--- config.mk ---
export PLATFORM = sky130hd
export DESIGN_NAME = ct_spsram_4096x144_ctrl
export DESIGN_NICKNAME = d
export VERILOG_FILES = /design/src/rtl/ct_spsram_4096x144_ctrl.sv
export SDC_FILE = /design/constraint.sdc
export NUM_CORES = 1
export LEC_CHECK = 0
export BUFFER_PORTS_ARGS = -buffer_cell sky130_fd_sc_hd__buf_2
export CAP_MARGIN = 25
export CORE_AREA = 10 10 459 461
export CTS_BUF_LIST = sky130_fd_sc_hd__clkbuf_4 sky130_fd_sc_hd__clkbuf_8
export DETAILED_ROUTE_END_ITERATION = 10
export DIE_AREA = 0 0 469 471
export GPL_TIMING_DRIVEN = 0
export HOLD_SLACK_MARGIN = 0.03
export PLACE_DENSITY = 0.3
export SLEW_MARGIN = 10
export SYNTH_ARGS = -nofsm -noshare
export SYNTH_HDL_FRONTEND = slang
export SYNTH_SLANG_ARGS = --single-unit
export TNS_END_PERCENT = 20
--- constraint.sdc ---
create_clock -name forever_cpuclk -period 2 [get_ports forever_cpuclk]
set_input_delay 0.1 -clock forever_cpuclk [delete_from_list [all_inputs] [get_ports forever_cpuclk]]
set_output_delay 0.1 -clock forever_cpuclk [all_outputs]
set_load 0.01 [all_outputs]
--- src/rtl/ct_spsram_4096x144_ctrl.sv ---
`default_nettype none
// +----------------------------------------------------------------------------+
// | Module      : ct_spsram_4096x144_ctrl                                      |
// | Description : Zero-fill sequencer and round-robin two-port arbiter for a   |
// |               4096x144 single-port SRAM with active-low controls.          |
// |               CT_SPSRAM_CTRL_RDATA_FLOP_EN registers rdata/rvld (+1 cycle). |
// | Revision    : 1.0                                                          |
// +----------------------------------------------------------------------------+
module ct_spsram_4096x144_ctrl #(
   parameter int ADDR_WIDTH    = 12,
   parameter int DATA_WIDTH    = 144,
   parameter bit INIT_ON_RESET = 1'b1
) (
   input  logic                  forever_cpuclk,
   input  logic                  cpurst_b,
   input  logic                  init_req,
   output logic                  init_busy,
   input  logic                  p0_req,
   input  logic                  p0_wr,
   input  logic [ADDR_WIDTH-1:0] p0_addr,
   input  logic [DATA_WIDTH-1:0] p0_wdata,
   input  logic [DATA_WIDTH-1:0] p0_wmask,
   output logic                  p0_gnt,
   output logic                  p0_rvld,
   input  logic                  p1_req,
   input  logic                  p1_wr,
   input  logic [ADDR_WIDTH-1:0] p1_addr,
   input  logic [DATA_WIDTH-1:0] p1_wdata,
   input  logic [DATA_WIDTH-1:0] p1_wmask,
   output logic                  p1_gnt,
   output logic                  p1_rvld,
   output logic [DATA_WIDTH-1:0] rdata,
   output logic [ADDR_WIDTH-1:0] sram_a,
   output logic                  sram_cen,
   output logic                  sram_gwen,
   output logic [DATA_WIDTH-1:0] sram_wen,
   output logic [DATA_WIDTH-1:0] sram_d,
   input  logic [DATA_WIDTH-1:0] sram_q
);

   typedef enum logic [0:0] {
      ST_IDLE = 1'b0,
      ST_INIT = 1'b1
   } state_t;

   localparam state_t                RESET_STATE = INIT_ON_RESET ? ST_INIT : ST_IDLE;
   localparam logic [ADDR_WIDTH-1:0] FILL_LAST   = '1;
   localparam logic [ADDR_WIDTH-1:0] FILL_ONE    = 1;

   state_t                state;
   logic [ADDR_WIDTH-1:0] fill_cnt;
   logic                  last_p1;
   logic                  rd_pend;
   logic                  rd_owner;
   logic                  arb_en;

   always_ff @(posedge forever_cpuclk or negedge cpurst_b) begin
      if (!cpurst_b) begin
         state     <= RESET_STATE;
         fill_cnt  <= '0;
         init_busy <= INIT_ON_RESET;
      end else begin
         case (state)
            ST_IDLE: begin
               if (init_req) begin
                  state     <= ST_INIT;
                  init_busy <= 1'b1;
               end
            end
            ST_INIT: begin
               if (fill_cnt == FILL_LAST) begin
                  state     <= ST_IDLE;
                  init_busy <= 1'b0;
                  fill_cnt  <= '0;
               end else begin
                  fill_cnt  <= fill_cnt + FILL_ONE;
               end
            end
            default: begin
               state     <= ST_IDLE;
               init_busy <= 1'b0;
            end
         endcase
      end
   end

   // init_req wins over both requesters in the cycle it is seen
   assign arb_en = (state == ST_IDLE) && !init_req;
   assign p0_gnt = arb_en && p0_req && (!p1_req || last_p1);
   assign p1_gnt = arb_en && p1_req && (!p0_req || !last_p1);

   always_ff @(posedge forever_cpuclk or negedge cpurst_b) begin
      if (!cpurst_b) begin
         last_p1  <= 1'b1;
         rd_pend  <= 1'b0;
         rd_owner <= 1'b0;
      end else begin
         if (p0_gnt) begin
            last_p1 <= 1'b0;
         end else if (p1_gnt) begin
            last_p1 <= 1'b1;
         end
         rd_pend  <= (p0_gnt && !p0_wr) || (p1_gnt && !p1_wr);
         rd_owner <= p1_gnt;
      end
   end

   always_comb begin
      sram_a    = '0;
      sram_d    = '0;
      sram_cen  = 1'b1;
      sram_gwen = 1'b1;
      sram_wen  = '1;
      if (state == ST_INIT) begin
         sram_a    = fill_cnt;
         sram_cen  = 1'b0;
         sram_gwen = 1'b0;
         sram_wen  = '0;
      end else if (p0_gnt) begin
         sram_a   = p0_addr;
         sram_d   = p0_wdata;
         sram_cen = 1'b0;
         if (p0_wr) begin
            sram_gwen = 1'b0;
            sram_wen  = ~p0_wmask;
         end
      end else if (p1_gnt) begin
         sram_a   = p1_addr;
         sram_d   = p1_wdata;
         sram_cen = 1'b0;
         if (p1_wr) begin
            sram_gwen = 1'b0;
            sram_wen  = ~p1_wmask;
         end
      end
   end

`ifdef CT_SPSRAM_CTRL_RDATA_FLOP_EN
   always_ff @(posedge forever_cpuclk or negedge cpurst_b) begin
      if (!cpurst_b) begin
         p0_rvld <= 1'b0;
         p1_rvld <= 1'b0;
         rdata   <= '0;
      end else begin
         p0_rvld <= rd_pend && !rd_owner;
         p1_rvld <= rd_pend && rd_owner;
         if (rd_pend) begin
            rdata <= sram_q;
         end
      end
   end
`else
   assign p0_rvld = rd_pend && !rd_owner;
   assign p1_rvld = rd_pend && rd_owner;
   assign rdata   = sram_q;
`endif

endmodule
`default_nettype wire
# [Word-level counts from Yosys, hierarchy flattened]
# Index checks and enable logic that the tools add are counted.
[classes] add_sub_neg=1 multipliers=0 n_mux=28 magnitude_cmp=0 div_mod_pow=0 n_shift=0 reduce_logical=21 n_eq_ne=3 n_bitwise=3
[op_table] cell="two-way mux 144 bit" n=8
[op_table] cell="inverter 144 bit" n=2
[op_table] cell="two-way mux 12 bit" n=4
[op_table] cell="two-way mux 1 bit" n=14
[op_table] cell="adder 12 x 1 -> 12 bit, second input constant" n=1
[op_table] cell="equality test 12 bit, second input constant" n=1
[op_table] cell="logical AND 1 bit" n=9
[op_table] cell="zero test 1 bit" n=7
[op_table] cell="one-hot mux 1 bit (2 select lines)" n=2
[op_table] cell="logical OR 1 bit" n=3
[op_table] cell="!= test 2 x 1 -> 1 bit, second input constant" n=1
[op_table] cell="!= test 2 bit, second input constant" n=1
[op_table] cell="AND reduction 2 bit" n=1
[op_table] cell="nonzero test 2 bit" n=1
[op_table] cell="inverter 1 bit" n=1
[totals] mem_bits_ro=0 ram_bits=0 memories=0 input_bits=751 regBits=17 output_inout_bits=451 latchBits=0 wordCells=62

# [Logic depth before layout (Yosys ltp)]
[depth] ltp_word=7 mapped_depth=6 ltp_nobuf=4

# [Least setup slack after synthesis]
# No wires, ideal clock.
[synth_timing] path_type="reg2out" from="register state" to="output sram_wen[24]" path_stages_with_launch=6 required_ns=1.900 slack_ns=0.329 n_path_buf=2 arrival_ns=1.571 cell_sequence="dfstp_2 nor2_2 and4_1 buf_2 buf_1 a221oi_1"
[synth_between] elab_chain_len=7 word_cells_on_any_way=9 cone_classes="mux (3); bitwise (1); reduce/logical (5)"
[synth_lines] element="from (decl)" line="50" source="state_t state;"
[synth_lines] element="from (signal assigned)" line="59" source="state <= RESET_STATE;"
[synth_lines] element="from (signal assigned)" line="66" source="state <= ST_INIT;"
[synth_lines] element="from (signal assigned)" line="72" source="state <= ST_IDLE;"
[synth_lines] element="inverter 1 bit"
[synth_lines] element="logical AND 1 bit" line="88" source="assign arb_en = (state == ST_IDLE) && !init_req;"
[synth_lines] element="logical AND 1 bit (2 in series)" line="90" source="assign p1_gnt = arb_en && p1_req && (!p0_req || !last_p1);"
[synth_lines] element="two-way mux 144 bit" line="127" source="end else if (p1_gnt) begin"
[synth_lines] element="two-way mux 144 bit" line="119" source="end else if (p0_gnt) begin"
[synth_lines] element="two-way mux 144 bit (*)" line="114" source="if (state == ST_INIT) begin"
[synth_lines] element="to (decl)" line="36" source="output logic [DATA_WIDTH-1:0] sram_wen,"
# Mark *: on every way between the ends. The rest lies on a longest branch, timed or not.

# [Worst setup path in the final report]
[layout_timing] from="register state" to="output sram_wen[126]"
# The elaborated chain is that of the path after synthesis.

==> impl_metrics.prom <==
# TYPE chip_impl_metric gauge
chip_impl_metric{name="cts.path.max_buffers",unit=""} 2
chip_impl_info{name="yosys.area.top_type",value="sky130_fd_sc_hd__a22o_1"} 1
chip_impl_metric{name="critical_path_required",unit="ns"} 1.90
chip_impl_metric{name="first_global_vias",unit=""} 12000
chip_impl_info{name="final_cell_mix",value="sky130_fd_sc_hd__buf_2, sky130_fd_sc_hd__buf_4, sky130_fd_sc_hd__buf_6"} 1
chip_impl_metric{name="cts_made_buffers",unit=""} 3
chip_impl_metric{name="finish.utilization",unit=""} 0.0881
chip_impl_metric{name="globalRouteTotalUtil",unit=""} 0.132
chip_impl_metric{name="dp_cells",unit=""} 4358
chip_impl_info{name="worst_hold_path_type",value="input pin to register"} 1
chip_impl_metric{name="netlist-cell-type-count",unit=""} 35
chip_impl_metric{name="netlist_instances",unit=""} 628
chip_impl_metric{name="post-route-min-period",unit="ns"} 2.22
chip_impl_metric{name="fin_ws",unit="ns"} -0.219
chip_impl_metric{name="placement.io_buffers",unit=""} 1057
chip_impl_metric{name="slew-limit-headroom",unit=""} 0.668
chip_impl_metric{name="clk_transition_reported_paths",unit="ns"} 0.07
chip_impl_metric{name="yosys_warnings",unit=""} 0
chip_impl_metric{name="post_drt_wl_per_cell",unit="um"} 35.4
chip_impl_info{name="clock_tree.root_cell",value="sky130_fd_sc_hd__clkbuf_8"} 1
chip_impl_info{name="cts_tree",value="built"} 1
chip_impl_metric{name="boundaryPins",unit=""} 1202
chip_impl_metric{name="leakage",unit="nW"} 8.38
chip_impl_metric{name="timing.fmax",unit="MHz"} 451
chip_impl_metric{name="die_width",unit="um"} 469
chip_impl_metric{name="viasPerCell",unit=""} 2.58
chip_impl_metric{name="max_cap_viol_count",unit=""} 0
chip_impl_info{name="rsz0062_at_grt",value="true"} 1
chip_impl_metric{name="post_route_cells_drive_above_1_share",unit=""} 0.858
chip_impl_metric{name="initial_utilization",unit=""} 0.0268
chip_impl_metric{name="ys_ff_latch",unit=""} 17
chip_impl_metric{name="timing.final.max_slew_violations",unit=""} 0
chip_impl_metric{name="hold_ws",unit="ns"} 0.0448
chip_impl_metric{name="grt_max_degree",unit=""} 18
chip_impl_metric{name="final.period_utilization",unit=""} 1.11
chip_impl_metric{name="die_y",unit="um"} 471
chip_impl_metric{name="tightestPinTransition",unit="ns"} 0.496
chip_impl_metric{name="routed_wirelength",unit="um"} 156000
chip_impl_metric{name="detail_placement_hpwl",unit="um"} 146000
chip_impl_info{name="synth.area.top_cells",value="sky130_fd_sc_hd__a22o_1, sky130_fd_sc_hd__buf_4, sky130_fd_sc_hd__a221oi_1"} 1
chip_impl_metric{name="h-tree-depth",unit=""} 1
chip_impl_info{name="crit_type",value="register to primary output"} 1
chip_impl_metric{name="layout.filler_cells",unit=""} 23700
chip_impl_info{name="most_frequent_standard_cell_in_the_layout_excluding_fill_and_tap_cells",value="sky130_fd_sc_hd__buf_2"} 1
chip_impl_metric{name="mappedNetlistNets",unit=""} 1380
chip_impl_metric{name="flow.area_growth_from_synthesis",unit="%"} 229
chip_impl_metric{name="antenna_found_initial",unit=""} 138
chip_impl_metric{name="stdcell_count",unit=""} 4408
chip_impl_metric{name="synth_sequential_area_ratio",unit=""} 0.0797
chip_impl_metric{name="setup_viol",unit=""} 268
chip_impl_info{name="outcome",value="finished with violations"} 1
chip_impl_metric{name="mappedNetlistArea",unit="mm2"} 0.00539
chip_impl_metric{name="drtIter0Drc",unit=""} 574
chip_impl_metric{name="final_net_count",unit=""} 2471
chip_impl_metric{name="pwr_density_cell",unit="mW/mm2"} 156
chip_impl_metric{name="hold_viol",unit=""} 0
chip_impl_metric{name="mean_cell_area_of_the_mapped_netlist",unit="um2"} 8.58
chip_impl_metric{name="synth_top_cell_area_share",unit=""} 0.236
chip_impl_metric{name="critical_path_arrival",unit="ns"} 2.12
chip_impl_metric{name="clock_sink_count",unit=""} 17
chip_impl_metric{name="timing.clock.skew",unit="ns"} 0.00627
chip_impl_metric{name="drt.antenna.violating_nets",unit=""} 0
chip_impl_metric{name="place.gp.congestion",unit=""} 0.922
chip_impl_metric{name="num_vias",unit=""} 11400
chip_impl_metric{name="worstPathMaxFanout",unit=""} 7
chip_impl_metric{name="globalRoute.totalOverflow",unit=""} 0
chip_impl_metric{name="insertion_delay",unit="ns"} 0.26
chip_impl_metric{name="std_cell_rows",unit=""} 165
chip_impl_info{name="failed_checks",value="setup timing"} 1
chip_impl_info{name="cp-start-kind",value="register"} 1
chip_impl_info{name="critical_path.endpoint_type",value="primary output"} 1
chip_impl_metric{name="core-area",unit="mm2"} 0.201
chip_impl_metric{name="die-area",unit="mm2"} 0.221
chip_impl_metric{name="first_pass_iters",unit=""} 5
chip_impl_metric{name="post-place-ws",unit="ns"} -0.750
chip_impl_metric{name="vdd_drop_max",unit="V"} 0.000207
chip_impl_metric{name="wire_length_of_the_first_global_routing_pass",unit="um"} 180000
chip_impl_metric{name="drc_errors",unit=""} 0
## sequential cells by signal, indices dropped and copies added, names as in the netlist
signal / flops
fill_cnt: 12
state: 1
rd_pend: 1
init_busy: 1
last_p1: 1
rd_owner: 1
## per-stage QoR
stage          TNS [ns]  power [mW]  area, um2
5_1_grt          -51.38        2.98      17700
3_5_place_dp    -120.26        2.42      14000
2_1_floorplan         0        1.09       5390
4_1_cts          -43.45        2.78      16800
6_report         -28.25        2.77      17700
3_3_place_gp    -160.12        2.41      14000
## final timing paths
kind,start,to,slack [ns],cells past startpoint
max in group asynchronous,cpurst_b,init_busy,1.32,2
worst max-delay path,state,sram_wen[126],-0.22,8
min in group asynchronous,cpurst_b,rd_owner,0.33,2
worst max register to register,state,fill_cnt[11],0.14,8
worst min-delay path,p0_req,last_p1,0.04,2
worst min register to register,init_busy,init_busy,0.49,2
## metal layers
layer / GRT usage / routed length [um] / vias to the layer above
li1: - / - / 4710
met2: 0.256 / 81800 / 1076
met5: 0 / 323 / -
met4: 0.0145 / 3630 / 46
met1: 0.113 / 45200 / 5271
met3: 0.0870 / 25000 / 264
## repair_timing
| item | 4_1_cts | 5_1_grt |
|---|---|---|
| endpoints found under the hold margin | 14 | 0 |
| gates cloned | 12 | 2 |
| setup buffers | 16 | 3 |
| setup endpoints to repair | 311 | 304 |
| resized for setup | 534 | 273 |
| pin swaps | 59 | 87 |
| hold buffers | 1 | 0 |
## synthesized netlist by cell type
master	count
sky130_fd_sc_hd__or4_1	1
sky130_fd_sc_hd__a31oi_1	1
sky130_fd_sc_hd__nand2b_1	1
sky130_fd_sc_hd__nand4_1	6
sky130_fd_sc_hd__o311ai_0	1
sky130_fd_sc_hd__a22o_1	145
sky130_fd_sc_hd__o21ai_0	3
sky130_fd_sc_hd__and4_1	2
sky130_fd_sc_hd__a21oi_1	4
sky130_fd_sc_hd__dfstp_2	3
sky130_fd_sc_hd__buf_4	144
sky130_fd_sc_hd__a221oi_1	94
sky130_fd_sc_hd__and2_1	13
sky130_fd_sc_hd__xnor2_1	2
sky130_fd_sc_hd__buf_6	7
sky130_fd_sc_hd__xor2_1	4
sky130_fd_sc_hd__inv_1	6
sky130_fd_sc_hd__clkbuf_1	22
sky130_fd_sc_hd__dfrtp_1	14
sky130_fd_sc_hd__o22ai_1	2
sky130_fd_sc_hd__and3_1	2
sky130_fd_sc_hd__nor2_2	1
sky130_fd_sc_hd__buf_1	4
sky130_fd_sc_hd__nand2_1	8
sky130_fd_sc_hd__o41ai_1	2
sky130_fd_sc_hd__or3_1	2
sky130_fd_sc_hd__nor2b_1	1
sky130_fd_sc_hd__ha_1	1
sky130_fd_sc_hd__nor3_1	5
sky130_fd_sc_hd__a221oi_2	50
sky130_fd_sc_hd__o221ai_1	1
sky130_fd_sc_hd__a221o_1	12
sky130_fd_sc_hd__buf_2	55
sky130_fd_sc_hd__nand3_1	5
sky130_fd_sc_hd__nor2_1	4
## critical path: stages, from the launching register on
cell and delay (ns):
sky130_fd_sc_hd__dfstp_2 0.56, sky130_fd_sc_hd__nor2_4 0.05, sky130_fd_sc_hd__and4_4 0.16, sky130_fd_sc_hd__buf_12 0.15, sky130_fd_sc_hd__buf_12 0.17, sky130_fd_sc_hd__buf_6 0.12
sky130_fd_sc_hd__buf_16 0.14, sky130_fd_sc_hd__a221oi_4 0.26, sky130_fd_sc_hd__buf_6 0.20
## final cells by class
type / count / area [um2] / area share
clock buffer: 4 / 48.8 / 0.00275
inverter: 6 / 22.5 / 0.00127
buffer: 229 / 2180 / 0.123
antenna: 18 / 45.0 / 0.00254
sequential: 17 / 429 / 0.0242
timing repair buffer: 1089 / 7050 / 0.398
tap: 2672 / 3340 / 0.189
multi-input combinational: 373 / 4610 / 0.260
## cell families (layout without fill, tap and decap cells)
| kind of cell | after synthesis | in the layout | share of synthesized area |
|---|---|---|---|
| AO/OA/AOI/OAI | 315 | 315 | 0.567 |
| buffers and inverters | 238 | 1328 | 0.289 |
| AND/OR/NAND/NOR | 51 | 51 | 0.0525 |
| flip-flops | 17 | 17 | 0.0797 |
| XOR/XNOR | 6 | 6 | 0.00976 |
| adder cells (fa/ha/maj) | 1 | 1 | 0.00232 |
| other | 0 | 18 | 0 |
## where the power goes
group	switching (mW)	internal, mW
clock network	0.140	0.156
logic	1.04	0.910
registers	0.109	0.414
Power figures use the tool's default switching activity.
